### src/rtl/rca_serial_subtractor.sv
// Bit-serial ripple-borrow subtractor: {bout, d} = a - b - bin, one bit per clock, LSB first.
// A single full-subtractor cell is reused for every bit; the handshake is valid/ready on both sides.
module rca_serial_subtractor #(
  parameter int W = 8
) (
  input  logic         clk,
  input  logic         rst_n,
  input  logic         in_valid,
  output logic         in_ready,
  input  logic [W-1:0] a,
  input  logic [W-1:0] b,
  input  logic         bin,
  output logic         out_valid,
  input  logic         out_ready,
  output logic [W-1:0] d,
  output logic         bout
);

  localparam int CW = (W > 2) ? $clog2(W) : 1;
  localparam logic [CW-1:0] LAST = CW'(W - 1);

  typedef enum logic [1:0] {IDLE, RUN, DONE} state_e;

  state_e        state_q, state_d;
  logic [W-1:0]  a_sr_q, a_sr_d;
  logic [W-1:0]  b_sr_q, b_sr_d;
  logic [W-1:0]  d_q, d_d;
  logic          br_q, br_d;
  logic          bout_q, bout_d;
  logic [CW-1:0] cnt_q, cnt_d;
  logic          diff;
  logic          br_next;

  // One full-subtractor cell, fed from the LSBs of the operand shift registers.
  assign diff    = a_sr_q[0] ^ b_sr_q[0] ^ br_q;
  assign br_next = (~a_sr_q[0] & b_sr_q[0]) | (~(a_sr_q[0] ^ b_sr_q[0]) & br_q);

  assign in_ready  = (state_q == IDLE);
  assign out_valid = (state_q == DONE);
  assign d         = d_q;
  assign bout      = bout_q;

  always_comb begin
    // NOTE: every next-state signal gets a hold default first so no path through the case infers a latch.
    state_d = state_q;
    a_sr_d  = a_sr_q;
    b_sr_d  = b_sr_q;
    d_d     = d_q;
    br_d    = br_q;
    bout_d  = bout_q;
    cnt_d   = cnt_q;
    case (state_q)
      IDLE: begin
        if (in_valid) begin
          a_sr_d  = a;
          b_sr_d  = b;
          br_d    = bin;
          cnt_d   = '0;
          state_d = RUN;
        end
      end
      RUN: begin
        // The minuend register doubles as the result register: consumed bits leave at
        // the LSB while difference bits enter at the MSB.
        a_sr_d = {diff, a_sr_q[W-1:1]};
        b_sr_d = b_sr_q >> 1;
        br_d   = br_next;
        if (cnt_q == LAST) begin
          d_d     = {diff, a_sr_q[W-1:1]};
          bout_d  = br_next;
          state_d = DONE;
        end else begin
          cnt_d = cnt_q + CW'(1);
        end
      end
      DONE: begin
        if (out_ready) state_d = IDLE;
      end
      default: state_d = IDLE;
    endcase
  end

  // NOTE: sequential state uses non-blocking assignments only; every flop here is control or
  // datapath state (no memory array), so all of them take the asynchronous reset.
  always_ff @(posedge clk or negedge rst_n) begin
    if (!rst_n) begin
      state_q <= IDLE;
      a_sr_q  <= '0;
      b_sr_q  <= '0;
      d_q     <= '0;
      br_q    <= 1'b0;
      bout_q  <= 1'b0;
      cnt_q   <= '0;
    end else begin
      state_q <= state_d;
      a_sr_q  <= a_sr_d;
      b_sr_q  <= b_sr_d;
      d_q     <= d_d;
      br_q    <= br_d;
      bout_q  <= bout_d;
      cnt_q   <= cnt_d;
    end
  end

endmodule

### config.mk
export PLATFORM = sky130hd
export DESIGN_NAME = rca_serial_subtractor
export DESIGN_NICKNAME = d
export VERILOG_FILES = /design/src/rtl/rca_serial_subtractor.sv
export SDC_FILE = /design/constraint.sdc
export NUM_CORES = 1
export LEC_CHECK = 0
export CAP_MARGIN = 15
export CORE_UTILIZATION = 45
export CTS_CLUSTER_DIAMETER = 200
export DETAILED_ROUTE_END_ITERATION = 10
export HOLD_SLACK_MARGIN = 0.03
export PLACE_DENSITY = 0.74
export SYNTH_ARGS = -nofsm -noshare
export SYNTH_HDL_FRONTEND = slang
export SYNTH_SLANG_ARGS = --single-unit
### constraint.sdc
create_clock -name clk -period 1.6 [get_ports clk]
set_input_delay 0.32 -clock clk [delete_from_list [all_inputs] [get_ports clk]]
set_output_delay 0.32 -clock clk [all_outputs]
set_load 0.01 [all_outputs]
==> out/qor.yml, run 1 <==
run_status:
  status: "completed"
finish:
  syn_to_final_growth_pct: 33.3
  layout-drive-gt1-share_pct: 24.6
  antenna_cells: 0
  final_util_pct: 65.4
  final_common_cell: "dfrtp_1"
  mostFrequentLayoutCells: "dfrtp_1 (31), clkdlybuf4s50_1 (26), buf_4 (17), inv_1 (15), nor3b_1 (10)"
  fin_nets: 202
  post-route-cell-area_sq_mm: 0.00208
  fin_cells: 223
critical_path:
  arrival_ns: 1.80
  crit_path_start_kind: "register"
  cp_num_buf_inv: 1
  cp_common_cell: "ha_1"
  path_max_fanout: 5
  critPathTopFamily: "flip-flops"
  cp-end-kind: "register"
  crit_chain: "ha_1 -> ha_1 -> buf_4 -> or2_2 -> o221ai_2"
  cp_slowest_stage_delay_ns: 0.40
  path_class: "register to register"
  cpMaxStageDelayCell: "dfrtp_1"
  critPathRequiredTime_ns: 1.85
floorplan:
  num_io_pins: 32
  die_w_microns: 60.8
  fp-row-count: 20
  start_util_pct: 49.0
  die_height_microns: 60.8
  core_area_sq_mm: 0.00318
  die_area_sq_mm: 0.00370
clocking:
  cts_tree: "done"
  clock-root-buffer: "clkbuf_4"
  numCtsBuffers: 5
  h-tree-depth: 2
  hold_buffers: 0
  clockBufferDepth: 2
  clock_latency_ns: 0.33
  clkTransAtPathRegs_ns: 0.09
  numClockSinks: 31
timing:
  worstMarginPinSlew_ns: 0.383
  finClkSkew_ns: 0.00249
  final.min_clock_period_ns: 1.56
  slew_viol_final: 0
  relSlewSlack_pct: 74.4
  final-setup-viol-count: 0
  finalHoldViolCount: 0
  hold_ws_ns: 0.376
  fin_crit_sh_pct: 97.2
  fmax_mhz: 643
global_route:
  met3_usage_pct: 5.97
  use_met2_pct: 32.3
  antenna_found_initial: 0
  grt-busiest-layer: "met2"
  grt_pass1_wl_microns: 5240
  grt_use_total_pct: 19.8
  grt_pass1_vias: 1184
  grt_max_degree: 32
  grt_overflow_total: 0
  grt.met1_usage_pct: 24.5
logic_synthesis:
  synthesis.area_sq_mm: 0.00156
  synth_warnings: 0
  seq_area_frac_synth_pct: 49.8
  synth_seq_cells: 31
  synth_top_family_by_area: "simple AND/OR/NAND/NOR gates"
  yosys.area_share.adder_pct: 2.89
  yosys_most_used_dff: "dfrtp_1"
  ys_types: 30
  synth_edf_count: 0
  synth_xor_area_share_pct: 0
  synthMuxAreaShare_pct: 6.43
  yosys.area_share.simple_pct: 19.5
  synth_nets: 158
  ys_async_sr_fraction_pct: 100
  syn_inst: 134
  synth_compound_area_share_pct: 13.7
  syn_area_per_cell_sq_um: 11.6
place:
  dp_hpwl_microns: 2290
  gp_congestion: 0.835
  dp.cells: 213
  post_dp_cell_area_sq_mm: 0.00197
  io_buffers: 31
detailed_routing:
  routed-via-count: 1222
  finalWirelength_microns: 3360
  drtAntennaViolNets: 0
  drc: 0
  dr.pass1.iters: 4
  routedWlPerCell_microns: 15.1
  drt_iter0_markers: 69
  vias_per_cell: 5.48
power_and_ir_drop:
  ir_worst_vdd_mv: 0.801
  power.total_mw: 3.58
  power.density_mw_per_mm2: 1730
  p_leak_nw: 0.932
run:
  max-cap-violations: 0
min_path:
  hold_path.class: "input pin to asynchronous set/reset pin"
## final cells by class
cell class | count | area [sq um]
Clock buffer | 8 | 68.8
Inverter | 15 | 56.3
Multi-Input combinational cell | 77 | 677
Fill cell | 265 | 1100
Timing Repair Buffer | 48 | 444
Tap cell | 44 | 55.1
Sequential cell | 31 | 776
## layer usage
metal	vias up	wire length [microns]	share of wire, %
met1	591	1490	44
met3	8	206	6.1
met4	0	75	2.2
met2	41	1590	47
met5	-	0	0
li1	582	-	-
## Yosys cell counts (3+ instances only)
library cell  number  area share, %
o221a_2            6            4.3
or4b_1             6            3.9
o221ai_1           3            1.7
buf_2              6            1.9
inv_1             15            3.6
mux2_2             8            5.8
nor4b_1            9            5.1
nand2b_1           5            2.0
a211oi_1           9            4.3
dfrtp_1           31             50
nor3b_1           10            4.8
nand3_1            3           0.96
## report_power, final
part	internal [mW]	switching, mW
clock	0.258	0.270
sequential	1.16	0.229
combinational	0.934	0.736
## worst paths after layout
check,from,endpoint,slack [ns],depth (start not counted)
max in group asynchronous,rst_n,d[2]$_DFFE_PN0P_,0.95,2
worst max register to register,cnt_q[0]$_DFFE_PN0P_,cnt_q[2]$_DFFE_PN0P_,0.04,5
worst min register to register,d[6]$_DFFE_PN0P_,d[6]$_DFFE_PN0P_,0.51,1
worst max-delay path,cnt_q[0]$_DFFE_PN0P_,cnt_q[2]$_DFFE_PN0P_,0.04,5
min in group clk,d[6]$_DFFE_PN0P_,d[6]$_DFFE_PN0P_,0.51,1
worst min-delay path,rst_n,cnt_q[2]$_DFFE_PN0P_,0.38,2
## cells by family (layout without fill, tap and decap cells)
| group | Yosys count | after routing |
|---|---|---|
| buffers and inverters | 26 | 71 |
| flip-flops | 31 | 31 |
| AND/OR/NAND/NOR | 41 | 41 |
| multiplexers | 9 | 9 |
| AO/OA/AOI/OAI | 24 | 24 |
| adder cells (fa/ha/maj) | 3 | 3 |
## sequential cells by signal, indices dropped and copies added, names as in the netlist
signal   count
cnt_q        3
b_sr_q       8
a_sr_q       8
d            8
br_q         1
bout         1
state_q      2
## stage by stage
step / setup TNS (ns) / setup slack (ns)
6_report: 0 / 0.0443
5_1_grt: -0.0140 / -0.0140
4_1_cts: 0 / 0.0280
3_5_place_dp: -1.16 / -0.117
3_3_place_gp: -0.493 / -0.0627
2_1_floorplan: 0 / 0.0576
## repair_timing
action	CTS	global route
pin swaps	0	0
buffers inserted	1	1
setup endpoints to repair	2	12
resized for setup	3	6
gates cloned	0	0
(Power assumes the default switching activity.)
==> run 2: changes to the inputs <==
- TNS_END_PERCENT: unset -> 100
==> results of run 2 <==
No change in the layout: final DEF, timing and power equal those of run 1.
